**src/rtl/dotproduct_seq_if.sv**
```systemverilog
// Operand/result handshake bundle for the sequential signed-weight dot product.
// The master side supplies operand sets and accepts results; the slave side is the datapath.
interface dotproduct_seq_if #(
   parameter int N_ELEM = 10,
   parameter int ELEM_W = 4,
   parameter int ACC_W  = 12
);
   logic                       in_valid;
   logic                       in_ready;
   logic [N_ELEM*ELEM_W-1:0]   vec_a;
   logic [N_ELEM*ELEM_W-1:0]   vec_b;
   logic [N_ELEM-1:0]          vec_c;
   logic [N_ELEM-1:0]          vec_d;
   logic                       out_valid;
   logic                       out_ready;
   logic signed [ACC_W-1:0]    result;
   logic                       sat;

   modport master (
      output in_valid, vec_a, vec_b, vec_c, vec_d, out_ready,
      input  in_ready, out_valid, result, sat
   );

   modport slave (
      input  in_valid, vec_a, vec_b, vec_c, vec_d, out_ready,
      output in_ready, out_valid, result, sat
   );
endinterface

```
**src/rtl/dotproduct_seq.sv**
```systemverilog
// Multi-cycle signed-weight dot product: result = sum s_i*A[i]*B[i], s_i = +1 when C[i]==D[i],
// -1 otherwise. LANES elements are folded into a wide accumulator per BUSY cycle, and the final
// sum is clamped to the ACC_W-bit signed output range with a saturation flag.
module dotproduct_seq #(
   parameter int N_ELEM      = 10,
   parameter int ELEM_W      = 4,
   parameter int LANES       = 2,
   parameter int ACC_W       = 12,
   parameter bit SIGNED_ELEM = 1'b0
) (
   input  logic             clk,
   input  logic             rst_n,
   dotproduct_seq_if.slave  bus
);

   // Operands are padded up to a whole number of lane groups; padding elements are zero and
   // therefore contribute nothing, which removes any per-lane range test from the datapath.
   localparam int STEPS = (N_ELEM + LANES - 1) / LANES;
   localparam int PAD_N = STEPS * LANES;
   localparam int VEC_W = PAD_N * ELEM_W;
   localparam int INT_W = 2 * ELEM_W + $clog2(N_ELEM) + 2;
   localparam int IDX_W = $clog2(PAD_N + 1);

   typedef enum logic [1:0] {
      IDLE = 2'd0,
      BUSY = 2'd1,
      DONE = 2'd2
   } state_t;

   state_t                   state_q, state_d;
   logic [VEC_W-1:0]         vecA_q, vecB_q;
   logic [PAD_N-1:0]         neg_q;
   logic signed [INT_W-1:0]  acc_q, acc_d;
   logic [IDX_W-1:0]         idx_q, idx_d;
   logic signed [ACC_W-1:0]  result_q, result_d;
   logic                     sat_q, sat_d;
   logic                     loadOps, shiftOps;
   logic signed [INT_W-1:0]  laneSum;
   logic signed [INT_W-1:0]  accNext;
   logic signed [ACC_W-1:0]  clampVal;
   logic                     clampSat;
   logic                     lastStep;

   // Widen one element to the internal signed width, honouring element signedness.
   function automatic logic signed [INT_W-1:0] extendElem(input logic [ELEM_W-1:0] e);
      if (SIGNED_ELEM)
         return {{(INT_W-ELEM_W){e[ELEM_W-1]}}, e};
      else
         return {{(INT_W-ELEM_W){1'b0}}, e};
   endfunction

   // Sum of the signed-weighted products for the lane group sitting at the bottom of the operand shifters.
   always_comb begin
      logic signed [INT_W-1:0] term;
      term    = '0;
      laneSum = '0;
      for (int l = 0; l < LANES; l++) begin
         term = extendElem(vecA_q[l*ELEM_W +: ELEM_W]) * extendElem(vecB_q[l*ELEM_W +: ELEM_W]);
         if (neg_q[l])
            term = -term;
         laneSum = laneSum + term;
      end
   end

   assign accNext  = acc_q + laneSum;
   assign lastStep = (int'(idx_q) + LANES) >= N_ELEM;

   // Clamp the final wide sum into the output range; a wide enough output just sign-extends.
   generate
      if (ACC_W >= INT_W) begin : gNoClamp
         assign clampVal = ACC_W'(accNext);
         assign clampSat = 1'b0;
      end else begin : gClamp
         logic [INT_W-ACC_W:0] upperBits;
         logic                 fits;
         assign upperBits = accNext[INT_W-1:ACC_W-1];
         assign fits      = (&upperBits) || !(|upperBits);
         assign clampSat  = !fits;
         assign clampVal  = fits ? accNext[ACC_W-1:0]
                          : (accNext[INT_W-1] ? {1'b1, {(ACC_W-1){1'b0}}}
                                              : {1'b0, {(ACC_W-1){1'b1}}});
      end
   endgenerate

   // Next-state and datapath control for the IDLE -> BUSY -> DONE sequence.
   always_comb begin
      state_d  = state_q;
      acc_d    = acc_q;
      idx_d    = idx_q;
      result_d = result_q;
      sat_d    = sat_q;
      loadOps  = 1'b0;
      shiftOps = 1'b0;
      unique case (state_q)
         IDLE: begin
            if (bus.in_valid) begin
               loadOps = 1'b1;
               acc_d   = '0;
               idx_d   = '0;
               state_d = BUSY;
            end
         end
         BUSY: begin
            shiftOps = 1'b1;
            acc_d    = accNext;
            idx_d    = IDX_W'(int'(idx_q) + LANES);
            if (lastStep) begin
               result_d = clampVal;
               sat_d    = clampSat;
               state_d  = DONE;
            end
         end
         DONE: begin
            if (bus.out_ready)
               state_d = IDLE;
         end
         default: state_d = IDLE;
      endcase
   end

   // State, accumulator, index and result registers; reset discards any operation in flight.
   always_ff @(posedge clk or negedge rst_n) begin
      if (!rst_n) begin
         state_q  <= IDLE;
         acc_q    <= '0;
         idx_q    <= '0;
         result_q <= '0;
         sat_q    <= 1'b0;
      end else begin
         state_q  <= state_d;
         acc_q    <= acc_d;
         idx_q    <= idx_d;
         result_q <= result_d;
         sat_q    <= sat_d;
      end
   end

   // Operand shifters: capture on accept, then move the next lane group down each BUSY cycle.
   always_ff @(posedge clk or negedge rst_n) begin
      if (!rst_n) begin
         vecA_q <= '0;
         vecB_q <= '0;
         neg_q  <= '0;
      end else if (loadOps) begin
         vecA_q <= VEC_W'(bus.vec_a);
         vecB_q <= VEC_W'(bus.vec_b);
         neg_q  <= PAD_N'(bus.vec_c ^ bus.vec_d);
      end else if (shiftOps) begin
         vecA_q <= vecA_q >> (LANES * ELEM_W);
         vecB_q <= vecB_q >> (LANES * ELEM_W);
         neg_q  <= neg_q >> LANES;
      end
   end

   assign bus.in_ready  = (state_q == IDLE);
   assign bus.out_valid = (state_q == DONE);
   assign bus.result    = result_q;
   assign bus.sat       = sat_q;

endmodule

```
**src/flat_wrapper.sv**
```systemverilog
// flat-port wrapper written by rule: the top's interface ports become plain ports
module dotproduct_seq_flat 
#(
   parameter int N_ELEM      = 10,
   parameter int ELEM_W      = 4,
   parameter int LANES       = 2,
   parameter int ACC_W       = 12,
   parameter bit SIGNED_ELEM = 1'b0
)
  (clk, rst_n, bus_in_valid, bus_vec_a, bus_vec_b, bus_vec_c, bus_vec_d, bus_out_ready, bus_in_ready, bus_out_valid, bus_result, bus_sat);
  dotproduct_seq_if #(.N_ELEM(N_ELEM), .ELEM_W(ELEM_W), .ACC_W(ACC_W)) bus_i ();
  input  logic clk;
  input  logic rst_n;
  input wire logic [$bits(bus_i.in_valid)-1:0] bus_in_valid;
  input wire logic [$bits(bus_i.vec_a)-1:0] bus_vec_a;
  input wire logic [$bits(bus_i.vec_b)-1:0] bus_vec_b;
  input wire logic [$bits(bus_i.vec_c)-1:0] bus_vec_c;
  input wire logic [$bits(bus_i.vec_d)-1:0] bus_vec_d;
  input wire logic [$bits(bus_i.out_ready)-1:0] bus_out_ready;
  output wire logic [$bits(bus_i.in_ready)-1:0] bus_in_ready;
  output wire logic [$bits(bus_i.out_valid)-1:0] bus_out_valid;
  output wire logic [$bits(bus_i.result)-1:0] bus_result;
  output wire logic [$bits(bus_i.sat)-1:0] bus_sat;
  assign bus_i.in_valid = bus_in_valid;
  assign bus_i.vec_a = bus_vec_a;
  assign bus_i.vec_b = bus_vec_b;
  assign bus_i.vec_c = bus_vec_c;
  assign bus_i.vec_d = bus_vec_d;
  assign bus_i.out_ready = bus_out_ready;
  assign bus_in_ready = bus_i.in_ready;
  assign bus_out_valid = bus_i.out_valid;
  assign bus_result = bus_i.result;
  assign bus_sat = bus_i.sat;
  dotproduct_seq #(.N_ELEM(N_ELEM), .ELEM_W(ELEM_W), .LANES(LANES), .ACC_W(ACC_W), .SIGNED_ELEM(SIGNED_ELEM)) u_core (.clk(clk), .rst_n(rst_n), .bus(bus_i));
endmodule
```
**config.mk**
```make
export PLATFORM = sky130hd
export DESIGN_NAME = dotproduct_seq_flat
export DESIGN_NICKNAME = d
export VERILOG_FILES = /design/src/rtl/dotproduct_seq_if.sv /design/src/rtl/dotproduct_seq.sv /design/src/flat_wrapper.sv
export SDC_FILE = /design/constraint.sdc
export NUM_CORES = 1
export LEC_CHECK = 0
export CAP_MARGIN = 20
export CORE_ASPECT_RATIO = 0.75
export CORE_UTILIZATION = 25
export CTS_BUF_LIST = sky130_fd_sc_hd__clkbuf_8
export CTS_CLUSTER_DIAMETER = 40
export CTS_CLUSTER_SIZE = 24
export DETAILED_ROUTE_END_ITERATION = 8
export MAX_ROUTING_LAYER = met4
export PLACE_DENSITY_LB_ADDON = 0.3
export SKIP_LAST_GASP = 1
export SYNTH_ARGS = -nofsm -noshare
export SYNTH_HDL_FRONTEND = slang
export SYNTH_SLANG_ARGS = --single-unit
```
**constraint.sdc**
```tcl
create_clock -name clk -period 8.4 [get_ports clk]
set_input_delay 1.26 -clock clk [delete_from_list [all_inputs] [get_ports clk]]
set_output_delay 1.26 -clock clk [all_outputs]
set_load 0.01 [all_outputs]
```
==> flow_summary.yaml <==
die:
  core_sq_um: 29100
  start_util_pct: 25.4
  rows: 54
  boundaryPins: 119
  die_w_microns: 200
  fp.dieArea_sq_um: 30200
  die-height_microns: 151
worst_hold_path:
  hp-class: "reg -> reg"
  hp-start: "u_core.vecB_q[14]"
  whs_path_depth: 2
cells_and_area:
  final.fill_count: 3105
  drive_gt1_share_pct: 6.22
  multi_input_area_sq_um: 4020
  num-nets-final: 1069
  area.growth.synth_to_final_pct: 27.8
  seqCellArea_sq_um: 3050
synthesis:
  synth-compound-area-share_pct: 17.1
  syn_area_per_cell_sq_um: 9.22
  synth-xor-area-share_pct: 4.97
  netlist_area_sq_um: 7380
  syn_inst: 801
  ys_seq_area_share_pct: 41.4
  synthTopCellsByCount: "nand2_1, dfrtp_1, a22oi_1, inv_1, ha_1"
  yosys-top-cells-area: "dfrtp_1, nand2_1, ha_1"
  synthSimpleGateAreaFrac_pct: 19.3
  ys.flop_type: "dfrtp_1"
  ys_ff_latch: 122
  synth_warnings: 0
  synth_top_family_by_area: "simple AND/OR/NAND/NOR gates"
  synth_adder_area_share_pct: 12.6
  synth_top_area_share_pct: 41.4
  yosys.cell_types.count: 56
  synth_mux_area_share_pct: 0.305
  synth_most_common_cell: "nand2_1"
  synthArstFlopShare_pct: 100
  synth-edff-count: 0
  synth_nets: 966
  post-synth-top-area-cell: "dfrtp_1"
run:
  cap_violations: 0
sta:
  period_share_pct: 79.2
  finalHoldViolCount: 0
  hold-worst-slack_ns: 0.477
  fmax_ghz: 0.150
  rsz0062_at_grt: "no"
  skew_ns: 0.0154
  final.setup.tns_ns: 0
  drv_slew: 0
  slew_headroom_pct: 38.1
  setup_violations: 0
  tightest_slew_ns: 0.929
  post-route-min-period_ns: 6.65
worst_setup_path:
  worstReg2RegStart: "u_core.vecB_q[7]"
  start_kind: "register"
  crit_start: "u_core.vecB_q[7]"
  endpoint_kind: "register"
  arrival_ns: 7.00
  critPathMaxFanout: 10
  cp_data_required_time_ns: 8.74
  crit_type: "reg -> reg"
  ff2ff_path_depth: 21
clock_tree:
  cts.htree.levels: 4
  cts_tree: "yes"
  cts_setup_buffers: 0
  path_clk_slew_ns: 0.08
  ctsResizeCount: 0
  cts.path.max_buffers: 2
  cts_buffers: 17
  root_buffer: "clkbuf_8"
  cts_sinks: 122
  worstSkewPairLatency_ns: 0.47
  cts_hold_buf: 0
drt:
  drt-initial-drc-count: 279
  vias: 5926
  vias_per_cell: 4.52
  routed_wl_mm: 20.0
  route.detailed.drc: 0
  drt_first_pass_iters: 4
  wl_per_cell_microns: 15.2
  ant_nets: 0
grt:
  antenna_found_initial: 2
  grt_usage_pct: 14.1
  grt_pass1_vias: 5912
  overflow: 0
  grt_max_degree: 85
  grt_pass1_wl_mm: 32.2
placed_design:
  dp_hpwl_mm: 14.4
  portBuffers: 118
  place_congestion: 0.828
status:
  status: "completed"
==> path summary, 6_finish.rpt <==
path | end | slack [ns]
worst max-delay path | u_core.bus.result[1] | 1.75
worst min-delay path | u_core.vecB_q[14] | 0.48
worst max register to register | u_core.bus.result[1] | 1.75
worst min register to register | u_core.vecB_q[14] | 0.48
max in group asynchronous | u_core.vecB_q[38] | 6.16
min in group asynchronous | u_core.bus.result[5] | 0.91
==> stage by stage <==
stage                     cell area (sq um)  setup WS (ns)  cells  utilization [%]
after floorplan                        7380           2.36    801                -
after global placement                 8950           1.97   1277             30.8
after detailed placement               8950           1.82   1277             30.8
after CTS                              9420           1.76   1309             32.4
after global routing                   9430           1.24   1311             32.5
final                                  9430           1.75   1312             32.5
==> critical path, cell delays in order, from the launching register on <==
cell      delay (ns)
dfrtp_1         0.41
nand2_1         0.10
fa_1            0.53
inv_1           0.05
fa_1            0.50
ha_1            0.31
a211o_1         0.29
o21ai_1         0.10
xnor2_1         0.20
or3b_2          0.55
o31ai_1         0.43
fa_1            0.49
inv_1           0.06
ha_1            0.27
a21o_1          0.21
or3_1           0.32
o211ai_1        0.28
nand2b_1        0.09
a311oi_1        0.53
nor2_1          0.12
or3_1           0.50
o221a_1         0.18
==> area by class of cell <==
| cell class | instances | area share (%) |
|---|---|---|
| antenna | 3 | 0.0796 |
| clock buffer | 17 | 2.48 |
| clock inverter | 15 | 2.49 |
| inverter | 46 | 1.83 |
| multi-input combinational | 593 | 42.6 |
| sequential | 122 | 32.4 |
| tap | 392 | 5.20 |
| timing repair buffer | 124 | 13.0 |
==> state kept, by name, summed over array words and instances, names as in the netlist <==
name	cells
u_core.idx_q	3
u_core.state_q	2
u_core.acc_q	14
u_core.vecB_q	40
u_core.neg_q	10
u_core.bus.result	12
u_core.vecA_q	40
u_core.bus.sat	1
==> cell usage in the layout, fill, tap and decap left out, types with 17 or more instances in the layout <==
cell type        instances
ha_1                    39
inv_1                   45
xor2_1                  22
a22oi_1                 64
fa_1                    22
dfrtp_1                122
nor2_1                  28
xnor2_1                 18
clkdlybuf4s50_1        117
clkbuf_8                17
nand3_1                 25
and2_1                  26
nand2_1                213
o21ai_0                 24
==> cell families after synthesis <==
| family | count (synthesis) |
|---|---|
| adder cells (fa/ha/maj) | 61 |
| XOR/XNOR | 41 |
| buffers and inverters | 86 |
| flip-flops | 122 |
| AO/OA/AOI/OAI | 164 |
| AND/OR/NAND/NOR | 325 |
| multiplexers | 2 |
==> routing by layer <==
layer	vias to the layer above	wire, microns	GRT usage [%]
met1	2850	10100	19.6
li1	2954	-	-
met3	13	1240	4.24
met4	0	155	3.55
met2	109	8510	19.9
met5	-	0	-
Power is left out: the tool's default activity adds up to more than one toggle a clock period on the data nets, which glitch-free logic cannot reach.
